===== config.mk =====
export PLATFORM = sky130hd
export DESIGN_NAME = key_input_ctrl
export DESIGN_NICKNAME = d
export VERILOG_FILES = /design/src/rtl/clock_pkg.sv /design/src/rtl/key_debounce_cell.sv /design/src/rtl/key_input_ctrl.sv
export SDC_FILE = /design/constraint.sdc
export NUM_CORES = 1
export LEC_CHECK = 0
export CORE_UTILIZATION = 35
export DETAILED_ROUTE_END_ITERATION = 6
export PLACE_DENSITY_LB_ADDON = 0.05
export SLEW_MARGIN = 20
export SYNTH_ARGS = -nofsm -noshare
export SYNTH_HDL_FRONTEND = slang
export SYNTH_HIERARCHICAL = 1
export SYNTH_SLANG_ARGS = --single-unit

===== constraint.sdc =====
create_clock -name clk -period 2.1 [get_ports clk]
set_input_delay 0.42 -clock clk [delete_from_list [all_inputs] [get_ports clk]]
set_output_delay 0.42 -clock clk [all_outputs]
set_load 0.01 [all_outputs]

===== src/rtl/clock_pkg.sv =====
// Shared types and default timing constants for the front-panel key logic.
package clock_pkg;

   localparam int DEFAULT_DEBOUNCE_CYCLES   = 500000;
   localparam int DEFAULT_LONG_PRESS_CYCLES = 50000000;
   localparam int DEFAULT_REPEAT_CYCLES     = 10000000;

   typedef enum logic [2:0] {
      KEY_IDLE,
      KEY_PRESS_DB,
      KEY_PRESSED,
      KEY_LONG,
      KEY_REL_DB
   } key_state_e;

   function automatic int maxOf3(input int a, input int b, input int c);
      int m;
      m = (a > b) ? a : b;
      return (m > c) ? m : c;
   endfunction

endpackage


===== src/rtl/key_debounce_cell.sv =====
// One key: 2-flop synchronizer, debounce/long-press FSM, shared counter and
// registered pulse/held outputs.
module key_debounce_cell
   import clock_pkg::*;
#(
   parameter int DEBOUNCE_CYCLES   = DEFAULT_DEBOUNCE_CYCLES,
   parameter int LONG_PRESS_CYCLES = DEFAULT_LONG_PRESS_CYCLES,
   parameter int REPEAT_CYCLES     = DEFAULT_REPEAT_CYCLES,
   parameter bit REPEAT_EN         = 1'b1
) (
   input  logic clk,
   input  logic rst_n,
   input  logic key_n,
   output logic key_pulse,
   output logic key_held
);

   localparam int CNT_MAX = maxOf3(DEBOUNCE_CYCLES, LONG_PRESS_CYCLES, REPEAT_CYCLES);
   localparam int CNT_W   = $clog2(CNT_MAX + 1);
   localparam logic [CNT_W-1:0] DB_LAST   = CNT_W'(DEBOUNCE_CYCLES - 1);
   localparam logic [CNT_W-1:0] LONG_LAST = CNT_W'(LONG_PRESS_CYCLES - 1);
   localparam logic [CNT_W-1:0] RPT_LAST  = CNT_W'(REPEAT_CYCLES - 1);

   logic [1:0]       sync_q;
   logic             level;
   key_state_e       state_q, state_d;
   logic [CNT_W-1:0] count_q, count_d;
   logic             pulse_q, pulse_d;
   logic             held_q, held_d;

   // Synchronizer idles at 1 so reset looks like "not pressed"
   always_ff @(posedge clk) begin
      if (!rst_n) begin
         sync_q <= 2'b11;
      end else begin
         sync_q <= {sync_q[0], key_n};
      end
   end

   assign level = sync_q[1];

   always_ff @(posedge clk) begin
      if (!rst_n) begin
         state_q <= KEY_IDLE;
         count_q <= '0;
         pulse_q <= 1'b0;
         held_q  <= 1'b0;
      end else begin
         state_q <= state_d;
         count_q <= count_d;
         pulse_q <= pulse_d;
         held_q  <= held_d;
      end
   end

   always_comb begin
      state_d = state_q;
      count_d = count_q;
      case (state_q)
         KEY_IDLE: begin
            count_d = '0;
            if (!level) state_d = KEY_PRESS_DB;
         end
         KEY_PRESS_DB: begin
            if (level) begin
               state_d = KEY_IDLE;
               count_d = '0;
            end else if (count_q == DB_LAST) begin
               state_d = KEY_PRESSED;
               count_d = '0;
            end else begin
               count_d = count_q + CNT_W'(1);
            end
         end
         KEY_PRESSED: begin
            if (level) begin
               state_d = KEY_REL_DB;
               count_d = '0;
            end else if (count_q == LONG_LAST) begin
               state_d = KEY_LONG;
               count_d = '0;
            end else begin
               count_d = count_q + CNT_W'(1);
            end
         end
         KEY_LONG: begin
            if (level) begin
               state_d = KEY_REL_DB;
               count_d = '0;
            end else if (count_q == RPT_LAST) begin
               count_d = '0;
            end else begin
               count_d = count_q + CNT_W'(1);
            end
         end
         KEY_REL_DB: begin
            // A bounce back to pressed resumes the press without a new event
            if (!level) begin
               state_d = KEY_PRESSED;
               count_d = '0;
            end else if (count_q == DB_LAST) begin
               state_d = KEY_IDLE;
               count_d = '0;
            end else begin
               count_d = count_q + CNT_W'(1);
            end
         end
         default: begin
            state_d = KEY_IDLE;
            count_d = '0;
         end
      endcase
   end

   always_comb begin
      pulse_d = 1'b0;
      if (state_q == KEY_PRESS_DB && state_d == KEY_PRESSED) pulse_d = 1'b1;
      if (REPEAT_EN && state_q == KEY_PRESSED && state_d == KEY_LONG) pulse_d = 1'b1;
      if (REPEAT_EN && state_q == KEY_LONG && state_d == KEY_LONG && count_q == RPT_LAST)
         pulse_d = 1'b1;
      held_d = (state_d == KEY_PRESSED) || (state_d == KEY_LONG) || (state_d == KEY_REL_DB);
   end

   assign key_pulse = pulse_q;
   assign key_held  = held_q;

endmodule


===== src/rtl/key_input_ctrl.sv =====
// Front-panel key controller: one debounce cell per key; key 0 is the mode key
// and drives the mode-advance strobe without auto-repeat.
module key_input_ctrl
   import clock_pkg::*;
#(
   parameter int NUM_KEYS          = 3,
   parameter int DEBOUNCE_CYCLES   = DEFAULT_DEBOUNCE_CYCLES,
   parameter int LONG_PRESS_CYCLES = DEFAULT_LONG_PRESS_CYCLES,
   parameter int REPEAT_CYCLES     = DEFAULT_REPEAT_CYCLES
) (
   input  logic                clk,
   input  logic                rst_n,
   input  logic [NUM_KEYS-1:0] key_n,
   output logic [NUM_KEYS-1:0] key_pulse,
   output logic [NUM_KEYS-1:0] key_held,
   output logic                set_module_en
);

   for (genvar i = 0; i < NUM_KEYS; i++) begin : g_key
      key_debounce_cell #(
         .DEBOUNCE_CYCLES  (DEBOUNCE_CYCLES),
         .LONG_PRESS_CYCLES(LONG_PRESS_CYCLES),
         .REPEAT_CYCLES    (REPEAT_CYCLES),
         .REPEAT_EN        (i != 0)
      ) u_cell (
         .clk      (clk),
         .rst_n    (rst_n),
         .key_n    (key_n[i]),
         .key_pulse(key_pulse[i]),
         .key_held (key_held[i])
      );
   end

   assign set_module_en = key_pulse[0];

endmodule


# [Word level (Yosys, flattened, before mapping)]
# Cells that the tools add are included.
# Widths: inputs -> output; s select.
[word_totals] reg_bits=99 latchBits=0 ram_bits=0 romBits=0 inputBits=5 n_memories=0
[op_classes] add_sub_neg=3 multipliers=0 n_div=0 magnitude_cmp=0 eq_ne=30 shift=0 mux=58 n_bitwise=0 reduce_logical=18
[op_table] operator="$mux 26" n=21
[op_table] operator="$pmux 26 s4" n=3
[op_table] operator="$add 26x1->26 const B" n=3
[op_table] operator="$eq 26x19->1 const B" n=3
[op_table] operator="$eq 26x24->1 const B" n=3
[op_table] operator="$eq 26x26->1 const B" n=3
[op_table] operator="$mux 3" n=24
[op_table] operator="$pmux 3 s5" n=3
[op_table] operator="$eq 3x2->1 const B" n=12
[op_table] operator="$eq 3x3->1 const B" n=6
[op_table] operator="$eq 3x1->1 const B" n=3
[op_table] operator="$logic_and 1x1->1" n=9
[op_table] operator="$logic_not 3->1" n=3
[op_table] operator="$mux 1" n=7
[op_table] operator="$logic_or 1x1->1" n=6

# [Depth between registers and ports, before layout]
# Gate-level depths: netlist of run 1.
[logic_depth] depth_word=9 depth_mapped=8 mapped_depth_nobuf=6

# [Modules after synthesis]
# Netlist of run 1, hierarchy kept.
[by_module_without_submodules] module="key_debounce_cell (g_key[2].u_cell)" n_inst=1 cells_per_inst=185 area_per_inst_um2=1767.9
[by_module_without_submodules] module="key_debounce_cell (g_key[0].u_cell)" n_inst=1 cells_per_inst=186 area_per_inst_um2=1707.9
[by_module_without_submodules] module="key_debounce_cell (g_key[1].u_cell)" n_inst=1 cells_per_inst=182 area_per_inst_um2=1589.0
[by_module_without_submodules] module="key_input_ctrl" n_inst=1 cells_per_inst=1 area_per_inst_um2=7.5

# [Worst setup path after synthesis of run 1]
# OpenSTA, ideal clock, no wires.
[synth_timing] path_type="register to register" start="register g_key[2].u_cell.count_q[0]" end="register g_key[2].u_cell.count_q[6]" setup_time_ns=0.067 arrival_ns=1.963 path_slack_ns=0.070 path_stages_with_launch=9 n_path_buf=2 period_less_slack_ns=2.030 path_cell_list="dfxtp_1 > ha_1 > and4_4 > nor4b_4 > and3_4 > or4b_4 > buf_6 > buf_12 > a21oi_4"
[synth_between] elab_chain_cells=4
[synth_lines] element="start: declaration" line_no="key_debounce_cell.sv:27" text="logic [CNT_W-1:0] count_q, count_d;"
[synth_lines] element="start signal: assignment" line_no="key_debounce_cell.sv:50" text="count_q <= count_d;"
[synth_lines] element="$add 26x1->26 (tied with other cells)"
[synth_lines] element="$mux 26 (on tied branches) (2 in a row)"
[synth_lines] element="$pmux 26 s4 (*)" line_no="key_debounce_cell.sv:59" text="case (state_q)"
# Every way passes the cells marked *; elsewhere a longest branch is shown, timed or not.
# A chain may end at the register's enable or synchronous reset.

# [Worst setup path after layout of run 1]
[layout_timing] start="register g_key[2].u_cell.count_q[0]" end="register g_key[2].u_cell.count_q[1]"
# The elaborated chain is that of the path after synthesis.

==> impl_metrics.csv, run 1 <==
group,metric,value,unit
clocking,clkTransAtPathRegs,0.07,ns
clocking,clk_path_buf_depth,2,
power_and_ir_drop,clkPwrFrac,0.511,
power_and_ir_drop,p_per_area,657,nW/um^2
final_layout,drive_gt1_frac,0.182,
placed_design,place_ws,0.0372,ns
setup_path,reg2reg_setup_slack,0.09,ns
final_layout,syn_to_final_growth,18.4,%
timing,setup_viol,0,
setup_path,crit_arrival,2.28,ns
power_and_ir_drop,intPower,3190,uW
setup_path,worst_setup_path_start_kind,"flop",
timing,fin_setup_tns,0,ns
setup_path,r2r-end,"g_key[2].u_cell/count_q[1]",
grt,grt_max_degree,27,
timing,skew,0.00976,ns
clocking,ctsResizeCount,0,
detailed_routing,vias,4089,
detailed_routing,routed_wirelength,11200,um
placed_design,gp_congestion,0.783,
clocking,clock_sinks,99,
setup_path,path_class,"reg -> reg",
setup_path,r2r-start,"g_key[2].u_cell/count_q[0]",
grt,grt_pass1_vias,4025,
timing,layout_min_cycle_time,2.01,ns
logic_synthesis,yosys_most_used_dff,"dfxtp_1",
floorplan,coreArea,14000,sq um
floorplan,fp.dieW,122,um
timing,fmax,498,MHz
timing,worst_slack,0.0935,ns
logic_synthesis,async_flop_share,0,
grt,grt_pass1_wl,19400,um
grt,grt-ovfl-total,0,
floorplan,start_util,0.363,
detailed_routing,route.met2.wl,5260,um
setup_path,cp.required,2.38,ns
grt,grt_use_total,0.163,
logic_synthesis,synthTopCellsByCount,"99 x dfxtp_1, 51 x xnor2_1, 47 x nor2_1",
detailed_routing,dr.pass1.iters,4,
logic_synthesis,synth_edf_count,0,
floorplan,io_pins,12,
logic_synthesis,syn-cell-area,5070,sq um
placed_design,port_buffers,11,
detailed_routing,dr.first_iter.drc_count,231,
logic_synthesis,ys_ff_latch,99,
timing,fin_crit_sh,0.955,
timing,worst_pin_slew,0.394,ns
setup_path,slowest_delay,0.56,ns
detailed_routing,wl_met3,380,um
floorplan,dieArea,15000,sq um
power_and_ir_drop,swShare,0.192,
clocking,cts_root_buffer,"clkbuf_16",
logic_synthesis,ys_warn_count,6,
clocking,cts_tree,"built",
setup_path,timing.critical_path.from,"g_key[2].u_cell/count_q[0]",
power_and_ir_drop,p_comb_frac,0.010,
hold_path,hp-start,"g_key[2].u_cell/sync_q[0]",
detailed_routing,ant_nets,0,
detailed_routing,m1WireLength,5450,um
hold_path,worstHoldPathCells,1,
logic_synthesis,yosysTopAreaCell,"dfxtp_1",
timing,rsz0062_at_grt,"no",
logic_synthesis,syn_inst,554,
setup_path,crit_fanout,13,
setup_path,reg2reg_depth,7,
clocking,clk_latency,0.35,ns
clocking,cts_inserted_buffers,9,
run_status,status,"completed",
logic_synthesis,synth_nets,562,
timing,final_max_slew_viol_count,0,
power_and_ir_drop,seq_power_share,0.479,
clocking,h-tree-depth,3,
logic_synthesis,netlist.area_leader.share,0.391,
final_layout,fillers,1394,
logic_synthesis,synth-seq-area-share,0.391,
power_and_ir_drop,peakVddDrop,0.362,mV
logic_synthesis,synth_cell_type_count,65,
setup_path,critPathTopFamily,"simple AND/OR/NAND/NOR gates",
power_and_ir_drop,power.static_leakage,0.00187,uW
setup_path,crit_chain,"ha_1 > and4_4 > nor4b_4 > and3_4 > or4b_4 > buf_12 > a21boi_0",
run,maxCapViolCount,0,
setup_path,critPathSlowestCell,"or4b_4",
final_layout,fin_nets,608,
floorplan,die_h,122,um
power_and_ir_drop,total_power,3940,uW
hold_path,hold_class,"reg -> reg",
detailed_routing,drc,0,
clocking,postCtsHoldBufs,0,
clocking,post_cts_buffers,0,
detailed_routing,highest_layer,"met4",
detailed_routing,wl_per_cell,14.3,um
timing,holdWs,0.411,ns
setup_path,critPathCaptureType,"flop",
grt,antenna_found_initial,0,
logic_synthesis,syn_area_per_cell,9.16,sq um
placed_design,hpwl,7940,um
timing,hold_violations,0,
logic_synthesis,netlist_top_cells_area,"dfxtp_1 39%, xnor2_1 8.8%, nand3_1 3.9%",
power_and_ir_drop,switchingPower,756,uW
setup_path,path_buf_inv,1,
floorplan,rows,43,
final_layout,final_core_util,0.429,
logic_synthesis,yosysMostFrequentCell,"dfxtp_1",
timing,slew_headroom,0.735,
hold_path,hold_path_end,"g_key[2].u_cell/sync_q[1]",
final_layout,antenna_cells,0,
detailed_routing,vias_per_cell,5.21,
[cells in the final DEF (no fill, tap or decap), types with 5 or more instances in the layout]
| master | netlist | layout |
|---|---|---|
| nor3_1 | 26 | 26 |
| xor2_1 | 21 | 21 |
| buf_4 | 2 | 40 |
| a211oi_1 | 23 | 23 |
| nand4_1 | 21 | 21 |
| a21oi_2 | 19 | 19 |
| nor4_1 | 15 | 15 |
| clkbuf_16 | 0 | 9 |
| nand2_1 | 33 | 33 |
| and3_1 | 16 | 16 |
| nand2b_1 | 9 | 9 |
| nor2b_1 | 6 | 6 |
| inv_1 | 12 | 12 |
| buf_12 | 2 | 6 |
| nor2_1 | 47 | 47 |
| nand3_1 | 40 | 40 |
| a21oi_1 | 14 | 14 |
| clkdlybuf4s50_1 | 0 | 11 |
| a211oi_2 | 5 | 5 |
| dfxtp_1 | 99 | 99 |
| xnor2_1 | 51 | 51 |
| nor3b_1 | 6 | 5 |
[stage by stage]
stage / cells / area (sq um)
after floorplan: 554 / 5070
after global placement: 769 / 5630
after detailed placement: 769 / 5630
after CTS: 785 / 6000
after global routing: 785 / 6000
final: 785 / 6000
[cell type report]
type                       count  area (sq um)  share of cell area
inverter                      12          45.0             0.00750
clock inverter                 7           139              0.0231
multi-input combinational    421          2860               0.476
clock buffer                   9           225              0.0375
sequential                    99          1980               0.330
tap                          180           225              0.0375
timing repair buffer          57           531              0.0884
[per-layer routing]
layer / track usage / vias up
met5: 0 / -
met1: 0.210 / 1927
met3: 0.0418 / 7
met4: 0.0412 / 0
met2: 0.270 / 53
li1: - / 2102
[power groups by stage]
stage                     clock [uW]  combinational (uW)  sequential (uW)
after floorplan                    0                20.7             1930
after global placement             0                41.2             1930
after detailed placement           0                41.5             1930
after CTS                       2090                41.8             1890
after global routing            2160                45.4             1890
final                           2010                41.1             1890
[worst register-to-register path, stage by stage (launching register included)]
cell      delay [ns]
dfxtp_1         0.31
ha_1            0.21
and4_4          0.20
nor4b_4         0.14
and3_4          0.20
or4b_4          0.56
buf_12          0.18
a21boi_0        0.15
[kinds of logic (layout without fill, tap and decap cells)]
group                    count (synthesis)  count (layout)  share of synthesized area
AND/OR/NAND/NOR                        262             262                      0.300
adder cells (fa/ha/maj)                  3               3                    0.00740
buffers and inverters                   34              85                     0.0471
flip-flops                              99              99                      0.391
AO/OA/AOI/OAI                           83              83                      0.128
XOR/XNOR                                72              72                      0.124
multiplexers                             1               1                    0.00222
[registers in the layout, indices dropped and copies added (netlist names)]
| signal | count |
|---|---|
| g_key.u_cell/sync_q | 6 |
| g_key.u_cell/key_held | 3 |
| g_key.u_cell/key_pulse | 3 |
| g_key.u_cell/state_q | 9 |
| g_key.u_cell/count_q | 78 |
[worst max path at each step]
stage | depth (start not counted) | slack (ns) | to
after CTS | 7 | 0.08 | g_key[2].u_cell/count_q[1]
after global routing | 6 | 0.008 | g_key[2].u_cell/count_q[1]
final | 7 | 0.09 | g_key[2].u_cell/count_q[1]
after global placement | 6 | 0.05 | g_key[1].u_cell/count_q[1]
after detailed placement | 6 | 0.04 | g_key[1].u_cell/count_q[2]
after floorplan | 8 | 0.07 | g_key[2].u_cell/count_q[6]
Note: power is estimated with default switching activity, not from simulation.
==> run 2: changes to the inputs <==
--- a/config.mk
+++ b/config.mk
@@ -5,7 +5,8 @@
 export SDC_FILE = /design/constraint.sdc
 export NUM_CORES = 1
 export LEC_CHECK = 0
-export CORE_UTILIZATION = 35
+export CAP_MARGIN = 20
+export CORE_UTILIZATION = 56
 export DETAILED_ROUTE_END_ITERATION = 6
 export PLACE_DENSITY_LB_ADDON = 0.05
 export SLEW_MARGIN = 20
==> run 2 against run 1 <==
Against the previous run: non-clock buffer count fell by 19; first-iteration DRC count fell by 2.2%; die area fell by 37%; sequential cell count did not move; final area fell by 6.2%; power fell by 21%; global-route usage rose by 6.5 points; sequential power barely moved; critical path depth fell by 1; critical endpoint is now g_key[2].u_cell/count_q[7].
==> impl_metrics.csv, run 2 (same netlist as run 1, synthesis figures left out) <==
group,metric,value,unit
placed_design,place_ws,-0.0429,ns
final_layout,final_common_cell,"dfxtp_1",
power_and_ir_drop,swShare,0.215,
grt,grt_use_total,0.228,
setup_path,critPathSlowestCell,"or4b_4",
power_and_ir_drop,peakVddDrop,0.403,mV
setup_path,critPathCaptureType,"flop",
final_layout,largest-register,"g_key.u_cell/count_q",
final_layout,largest_registers,"g_key.u_cell/count_q (78), g_key.u_cell/state_q (9), g_key.u_cell/sync_q (6)",
clocking,cts_tree,"built",
clocking,cts_root_buffer,"clkbuf_8",
floorplan,rows,34,
placed_design,gp_congestion,0.886,
timing,layout_min_cycle_time,2.05,ns
detailed_routing,routed_wirelength,10600,um
final_layout,layout_common_cells,"99 x dfxtp_1, 51 x xnor2_1, 47 x nor2_1",
clocking,clk_path_buf_depth,2,
grt,grt_max_degree,27,
floorplan,fp.dieW,97.2,um
power_and_ir_drop,seq_power_share,0.604,
floorplan,die_h,97.2,um
setup_path,slowest_delay,0.68,ns
timing,worst_pin_slew,0.410,ns
setup_path,path_buf_inv,0,
timing,setup_viol,0,
setup_path,cp.required,2.39,ns
clocking,cts_inserted_buffers,9,
final_layout,fin_cells,695,
detailed_routing,vias,4125,
clocking,clock_sinks,99,
clocking,postCtsHoldBufs,0,
timing,slew_headroom,0.723,
floorplan,dieArea,9440,sq um
placed_design,hpwl,7160,um
placed_design,place_inst,677,
timing,fmax,489,MHz
detailed_routing,drc,0,
timing,final_max_slew_viol_count,0,
clocking,clk_latency,0.35,ns
final_layout,antenna_cells,0,
setup_path,critPathTopFamily,"simple AND/OR/NAND/NOR gates",
placed_design,port_buffers,11,
grt,grt_pass1_wl,17800,um
power_and_ir_drop,clkPwrFrac,0.383,
floorplan,coreArea,8760,sq um
timing,hold_violations,0,
run_status,status,"completed",
setup_path,worst_setup_path_start_kind,"flop",
grt,grt_pass1_vias,3829,
floorplan,start_util,0.579,
final_layout,final_core_util,0.643,
clocking,clkTransAtPathRegs,0.10,ns
timing,worst_slack,0.0548,ns
timing,skew,0.0117,ns
setup_path,crit_arrival,2.34,ns
final_layout,syn_to_final_growth,11.1,%
detailed_routing,dr.pass1.iters,4,
detailed_routing,vias_per_cell,5.94,
detailed_routing,wl_per_cell,15.2,um
power_and_ir_drop,power.static_leakage,0.00168,uW
grt,grt-ovfl-total,0,
grt,antenna_found_initial,0,
timing,rsz0062_at_grt,"yes",
detailed_routing,dr.first_iter.drc_count,226,
power_and_ir_drop,switchingPower,673,uW
setup_path,crit_fanout,13,
clocking,post_cts_buffers,0,
final_layout,fillers,779,
final_layout,drive_gt1_frac,0.165,
clocking,h-tree-depth,3,
final_layout,largest_reg_flops,78,
floorplan,io_pins,12,
power_and_ir_drop,intPower,2450,uW
timing,fin_crit_sh,0.974,
final_layout,fin_nets,590,
setup_path,crit_chain,"ha_1 > and4_4 > nor4b_4 > and3_4 > or4b_4 > a21oi_2",
power_and_ir_drop,p_per_area,555,nW/um^2
hold_path,hold_class,"reg -> reg",
run,maxCapViolCount,0,
setup_path,path_class,"reg -> reg",
power_and_ir_drop,p_comb_frac,0.013,
detailed_routing,ant_nets,0,
## run 2: changes by cell type in the layout (fill, tap and decap cells not counted), moves of 3 or more
cell | previous run | this run
buf_4 | 40 | 22
clkbuf_8 | 0 | 9
clkbuf_16 | 9 | 1
a21oi_1 | 14 | 10
a21oi_2 | 19 | 23
bufinv_16 | 4 | 1
## run 2: worst paths after layout
kind,start,to,slack [ns],cells past startpoint
max,g_key[2].u_cell/count_q[0],g_key[2].u_cell/count_q[7],0.05,6
min,g_key[2].u_cell/sync_q[0],g_key[2].u_cell/sync_q[1],0.42,1
min reg2reg,g_key[2].u_cell/sync_q[0],g_key[2].u_cell/sync_q[1],0.42,1
max reg2reg,g_key[2].u_cell/count_q[0],g_key[2].u_cell/count_q[7],0.05,6
## run 2: final cells by class
| class | count | area (sq um) | area share |
|---|---|---|---|
| timing repair buffer | 38 | 380 | 0.0675 |
| sequential | 99 | 1980 | 0.352 |
| inverter | 12 | 45.0 | 0.00800 |
| clock inverter | 6 | 63.8 | 0.0113 |
| tap | 108 | 135 | 0.0240 |
| clock buffer | 10 | 128 | 0.0227 |
| multi-input combinational | 422 | 2900 | 0.515 |
## run 2: timing repair
action,in CTS,in global routing
pin swaps,1,2
hold endpoints to repair,0,0
cloned,0,2
setup endpoints to repair,26,32
resized for setup,1,8
## run 2: power groups by stage
stage / registers, uW / logic, uW / clock network (uW)
after floorplan: 1930 / 20.7 / 0
after global placement: 1930 / 39.8 / 0
after detailed placement: 1930 / 40.7 / 0
after CTS: 1890 / 41.0 / 1240
after global routing: 1890 / 45.6 / 1310
final: 1890 / 41.7 / 1200
## run 2: layer usage
layer / vias to the layer above / global-route usage / wire length (um)
li1: 2070 / - / -
met1: 1970 / 0.315 / 5130
met2: 75 / 0.361 / 4820
met3: 10 / 0.0504 / 547
met4: 0 / 0.0597 / 95
met5: - / 0 / 0
## run 2: metrics by stage
stage	power [uW]	hold slack (ns)	TNS, ns	cell area (sq um)
2_1_floorplan	1950	0.386	0	5070
3_3_place_gp	1970	0.399	0	5370
3_5_place_dp	1970	0.392	-0.218	5370
4_1_cts	3170	0.422	-0.0541	5560
5_1_grt	3250	0.451	-0.0242	5630
6_report	3130	0.418	0	5630
